--- src/rtl/pc_pkg.sv ---
// Shared encodings and constants for the fetch PC sequencer.
package pc_pkg;

    localparam int unsigned PC_SRC_W   = 2;
    localparam int unsigned INSN_BYTES = 4;

    typedef enum logic [PC_SRC_W-1:0] {
        PC_SRC_SEQ    = 2'b00,
        PC_SRC_BRANCH = 2'b01,
        PC_SRC_JALR   = 2'b10,
        PC_SRC_JAL    = 2'b11
    } pc_src_e;

endpackage

--- src/rtl/return_address_stack.sv ---
// Circular return-address stack: full pushes overwrite the oldest entry, empty pops are ignored.
module return_address_stack #(
    parameter int unsigned XLEN      = 64,
    parameter int unsigned RAS_DEPTH = 4
) (
    input  logic            clock,
    input  logic            reset,
    input  logic            push,
    input  logic            pop,
    input  logic [XLEN-1:0] push_data,
    output logic            valid,
    output logic [XLEN-1:0] top
);

    localparam int unsigned PTR_W = $clog2(RAS_DEPTH);
    localparam int unsigned CNT_W = PTR_W + 1;

    logic [XLEN-1:0]  entries [RAS_DEPTH];
    logic [PTR_W-1:0] ptr;
    logic [CNT_W-1:0] count;
    logic [PTR_W-1:0] top_idx;

    // ptr is the next free slot; the top entry sits one below it.
    assign top_idx = ptr - PTR_W'(1);

    // Stack storage, write pointer and occupancy.
    always_ff @(posedge clock or posedge reset) begin
        if (reset) begin
            for (int i = 0; i < int'(RAS_DEPTH); i++) begin
                entries[i] <= '0;
            end
            ptr   <= '0;
            count <= '0;
        end else if (push && pop && (count != '0)) begin
            entries[top_idx] <= push_data;
        end else if (push) begin
            entries[ptr] <= push_data;
            ptr          <= ptr + PTR_W'(1);
            if (count != CNT_W'(RAS_DEPTH)) begin
                count <= count + CNT_W'(1);
            end
        end else if (pop && (count != '0)) begin
            ptr   <= top_idx;
            count <= count - CNT_W'(1);
        end
    end

    // Expose the top entry, or zero when empty.
    always_comb begin
        valid = (count != '0);
        top   = valid ? entries[top_idx] : '0;
    end

endmodule

--- src/rtl/pc_sequencer.sv ---
// Fetch PC sequencer: target selection, alignment check, trap/stall priority and RAS hint.
module pc_sequencer
    import pc_pkg::*;
#(
    parameter int unsigned      XLEN         = 64,
    parameter logic [XLEN-1:0]  RESET_VECTOR = '0,
    parameter int unsigned      RAS_DEPTH    = 4
) (
    input  logic                clock,
    input  logic                reset,
    input  logic                stall,
    input  logic [PC_SRC_W-1:0] pc_src,
    input  logic                branch_taken,
    input  logic [XLEN-1:0]     imm,
    input  logic [XLEN-1:0]     alu_result,
    input  logic                is_call,
    input  logic                is_return,
    input  logic                trap,
    input  logic [XLEN-1:0]     trap_vector,
    output logic [XLEN-1:0]     pc_current,
    output logic [XLEN-1:0]     pc_plus4,
    output logic                misaligned,
    output logic [XLEN-1:0]     ras_top,
    output logic                ras_valid
);

    logic [XLEN-1:0] target;
    logic [XLEN-1:0] rel_target;
    logic            redirect;
    logic            is_jump;
    logic            misalign_c;
    logic            advance;
    logic            ras_push;
    logic            ras_pop;

    assign pc_plus4 = pc_current + XLEN'(INSN_BYTES);

    // Target mux plus the qualifiers that gate the PC and RAS updates.
    always_comb begin
        target     = pc_plus4;
        redirect   = 1'b0;
        is_jump    = 1'b0;
        rel_target = pc_current + (imm << 1);
        case (pc_src_e'(pc_src))
            PC_SRC_BRANCH: begin
                if (branch_taken) begin
                    target   = rel_target;
                    redirect = 1'b1;
                end
            end
            PC_SRC_JALR: begin
                target   = alu_result & ~XLEN'(1);
                redirect = 1'b1;
                is_jump  = 1'b1;
            end
            PC_SRC_JAL: begin
                target   = rel_target;
                redirect = 1'b1;
                is_jump  = 1'b1;
            end
            default: begin
                target = pc_plus4;
            end
        endcase
        misalign_c = redirect && (target[1:0] != 2'b00);
        advance    = !trap && !stall && !misalign_c;
        ras_push   = advance && is_jump && is_call;
        ras_pop    = advance && is_jump && is_return;
    end

    // PC and misaligned flag with priority trap > stall > misaligned > normal.
    always_ff @(posedge clock or posedge reset) begin
        if (reset) begin
            pc_current <= RESET_VECTOR;
            misaligned <= 1'b0;
        end else if (trap) begin
            pc_current <= trap_vector;
            misaligned <= 1'b0;
        end else if (stall) begin
            pc_current <= pc_current;
            misaligned <= misaligned;
        end else if (misalign_c) begin
            misaligned <= 1'b1;
        end else begin
            pc_current <= target;
            misaligned <= 1'b0;
        end
    end

    return_address_stack #(
        .XLEN      (XLEN),
        .RAS_DEPTH (RAS_DEPTH)
    ) u_ras (
        .clock     (clock),
        .reset     (reset),
        .push      (ras_push),
        .pop       (ras_pop),
        .push_data (pc_plus4),
        .valid     (ras_valid),
        .top       (ras_top)
    );

endmodule

--- config.mk ---
export PLATFORM = sky130hd
export DESIGN_NAME = pc_sequencer
export DESIGN_NICKNAME = d
export VERILOG_FILES = /design/src/rtl/pc_pkg.sv /design/src/rtl/return_address_stack.sv /design/src/rtl/pc_sequencer.sv
export SDC_FILE = /design/constraint.sdc
export NUM_CORES = 1
export LEC_CHECK = 0
export CORE_MARGIN = 10
export CORE_UTILIZATION = 48
export DETAILED_ROUTE_END_ITERATION = 8
export GPL_ROUTABILITY_DRIVEN = 0
export PLACE_DENSITY = 0.78
export SLEW_MARGIN = 20
export SYNTH_ARGS = -nofsm -noshare
export SYNTH_HDL_FRONTEND = slang
export SYNTH_SLANG_ARGS = --single-unit
--- constraint.sdc ---
create_clock -name clock -period 11.3 [get_ports clock]
set_clock_uncertainty 0.2 [all_clocks]
set_input_delay 1.695 -clock clock [delete_from_list [all_inputs] [get_ports clock]]
set_output_delay 1.695 -clock clock [all_outputs]
set_load 0.03 [all_outputs]
==> run summary <==
The tools report the number of hold buffers added after cts as 0. The relative max-transition margin was 0.2670; the total standard cell area after synthesis was 20340 sq um. The tools report the number of nets in the layout as 2869. The run gives 0.2693 ns as the minimum hold slack. TritonCTS built the clock tree.

The initial core utilization was 0.4849; the number of global-route vias before repair was 19.59k. For this design the ratio of total power to cell area is 234.4 nW/um^2. The post-layout utilization of the core came out at 0.6178. In this run the critical register-to-register path is captured at u_ras.entries[3]. The detailed router placed 19.79k vias in this run.

The worst-case IR drop observed on VDD is 152.9 uV. For the sequential-to-total area share from yosys stat, the log shows 0.4011. The most critical setup path has its startpoint at pc_src[1]. The routing usage on met3 came out at 0.06499. The count of buffers inserted at the top-level ports came out at 392.

The maximum frequency from static timing analysis was 141.5 MHz; the met2 capacity usage during global routing was 0.4555. The multi-input combinational cells in the finished layout cover a total of 11300 sq um. The layout filler cell count is 3439. The number of design rule violations left after detail routing came out at 0. The remaining antenna violation count after routing was 0; the clock period minus worst slack was 7.066 ns. The per-cell routed wire length came out at 24.18 microns. The logs give 9 for the length of the first detailed-routing pass in iterations and 9 for the number of antenna violations at the first check in global routing. For the post-DP HPWL, the log shows 55.53 mm. Across the run, the number of max-cap violations was 0. The maximum net fanout on the critical path works out to 82. Clock tree synthesis selected as its root buffer the cell clkbuf_16. Synthesis produced a netlist whose cell count is 2278. Final number of hold-violating endpoints: 0. The DRC violation total after the first TritonRoute iteration is 2802, and the count of different cell masters after synthesis is 80. Setup repair after global routing left no endpoint under its margin.

In the final timing run, aggregate negative setup slack is 0 ns. The routing usage on met1 was 0.3783. The H-tree was split into 2 levels.

The maximum single-stage delay on the critical path is 0.88 ns. The most common flop cell mapped by yosys is dfrtp_1. The setup path with the least slack is of type in2reg. Yosys attributes the largest share of cell area to dfrtp_1, a21oi_1, mux4_2.

The deepest clock path buffer count is 3, and the cell row count is 75. Total power for the finished layout comes to 6075 uW. The library cells used most frequently in the layout, excluding fill and tap cells, are a21oi_1, clkdlybuf4s50_1, dfrtp_1. Clock-pin slew was measured on the worst setup and hold paths at 0.06 ns. Compared with the post-synthesis result, the final layout area differs by 27.42%. The leakage component of the power is 0.01100 uW. The worst hold path class is reg2reg.

The startpoint type of the worst setup path was a primary input. STA puts the critical path data required time at 11.51 ns. Of all cell types, the one taking the most synthesized area is dfrtp_1. The count of state elements after synthesis works out to 326.

The die is 225.8 microns wide. The floorplan step defined a core boundary enclosing 41950 sq um. The run gives 76.69 mm as the sum of routed wire length over all layers. Leaving out fill and tap cells, the most frequent cell in the layout is a21oi_1.

The tree built by TritonCTS fans out to 326 sinks. The area share of the leading cell type in the synthesized netlist is 0.4011, and the vias per cell is 6.240. Capturing element type of the critical path: a flop. The signal on the critical path passes through clkdlybuf4s50_1 -> or2_1 -> nand2_2 -> o21a_2 -> buf_4 -> nand2_1 -> nor2_1 -> nand2_2 -> a21oi_4 -> buf_4 -> mux2_2. For this run, the number of Yosys warnings is 0. The logic depth of the worst register-to-register path works out to 10. The number of gates resized after CTS was 0. The reg-to-reg startpoint is pc_current[1].

The die covers 51010 sq um. The async set-or-reset flop fraction in the synthesized netlist is 1.000, and the overall global routing resource usage is 0.2924. The number of primary I/O pins is 395, and the wire length of the first global-routing pass is 116.3 mm.

The critical path arrival is 7.28 ns, and the TritonCTS buffer count is 36. Global routing finished with a remaining overflow of 0. For the worst-skew pair, the clock arrives at the later sink with an insertion delay of 0.54 ns. The share of post-route cells with drive strength above 1 was 0.09184. Layer carrying the most global-route usage: met2. For the number of max-slew violations in the final report, the log shows 0. The worst hold path begins at u_ras.count[2]. The logs give 2548 for the synthesized netlist net count and 0 for the total setup violations reported at the end of the flow. The final period utilization works out to 0.6253.

The flow ran to the end, and the final reports show no timing, DRC or antenna violations. The number of placed instances, taps included, is 3100. For this run, the number of standard cells in the final layout without fillers is 3172. Destination of the critical timing path: u_ras.entries[3]. For the setup fix buffers added after clock tree synthesis, the log shows 0. The number of enable-type register cells in the synthesized netlist works out to 0. The setup slack of the worst register-to-register path is 6.12 ns.

The slowest stage of the critical path belongs to the cell a21oi_4. The die is 225.8 microns tall. The register area came out at 8162 sq um. At the pin with the least slew margin, the transition time is 1.099 ns. In this run the mean area of a mapped cell was 8.928 sq um.

The tools report the pin count of the biggest net entering global routing as 114.
-- synthesized netlist by cell type (4+ instances only) --
master and n:
a31oi_1 10, o31ai_1 9, and4_1 8, nor2b_1 6, nand2b_1 4, a21oi_1 408
mux2_2 38, and2_1 75, o211ai_1 6, a211oi_1 13, a21oi_2 7, a21o_1 29
mux4_2 64, buf_2 49, dfrtp_1 326, inv_1 83, nor4_1 4, a222oi_1 6
o21a_1 11, clkbuf_1 81, buf_4 6, a21boi_0 4, or3_1 9, nor3_1 23
ha_1 67, o21bai_1 12, nand4_1 25, buf_1 9, o21ai_1 14, nand2_1 156
o21ai_0 124, nand3_1 39, a221oi_1 6, xor2_1 48, xnor2_1 68, and3_1 27
nor2_1 319, o221ai_1 10, o22ai_1 12
-- cell families after synthesis --
family / share of synthesized area
buf+inv: 0.04694
fa+ha+maj: 0.04319
compound gates: 0.2049
flops: 0.4011
mux: 0.09339
xor+xnor: 0.04995
simple gates: 0.1606
-- worst max-delay path, delay by kind of cell --
kind            cells  cell delay (ns)
simple gates        5             2.02
buf+inv             3             1.87
compound gates      2             1.13
mux                 1             0.42
-- report_power, final --
group          total, uW  switching [uW]  internal [uW]
sequential          1860             306           1560
combinational       2960            1650           1310
clock               1250             508            743
total               6070            2460           3610
-- metal layers --
metal / wire length (microns) / vias up / part of all wire
li1: - / 8719 / -
met1: 29690 / 9630 / 0.39
met2: 34950 / 1210 / 0.46
met3: 8028 / 235 / 0.10
met4: 4016 / 0 / 0.052
met5: 0 / - / 0
-- area by class of cell --
cell class | instances | share of cell area
clock inverter | 15 | 0.008739
inverter | 84 | 0.01246
tap | 539 | 0.02602
antenna | 9 | 0.0008691
clock buffer | 48 | 0.03882
multi-input combinational | 1722 | 0.4361
sequential | 326 | 0.3149
timing repair buffer | 429 | 0.1621
-- stage by stage --
step | setup slack [ns] | area, sq um
floorplan | 0.3786 | 20340
global placement | 4.010 | 24660
detailed placement | 3.847 | 24660
CTS | 4.391 | 25890
global route | 4.081 | 25910
finish | 4.234 | 25910
-- flip-flops by register name (all words and copies together) (netlist names) --
signal / count
u_ras.entries: 256
misaligned: 1
u_ras.count: 3
pc_current: 64
u_ras.ptr: 2
-- how the worst min path moves through the flow --
stage                     endpoint  slack (ns)  depth (start not counted)
global placement    u_ras.count[2]        0.25                          1
detailed placement  u_ras.count[2]        0.25                          1
floorplan           u_ras.count[2]        0.24                          1
finish              u_ras.count[2]        0.27                          1
global route        u_ras.count[2]        0.29                          1
CTS                 u_ras.count[2]        0.27                          1
No activity file was read; power rests on OpenSTA's default activity.
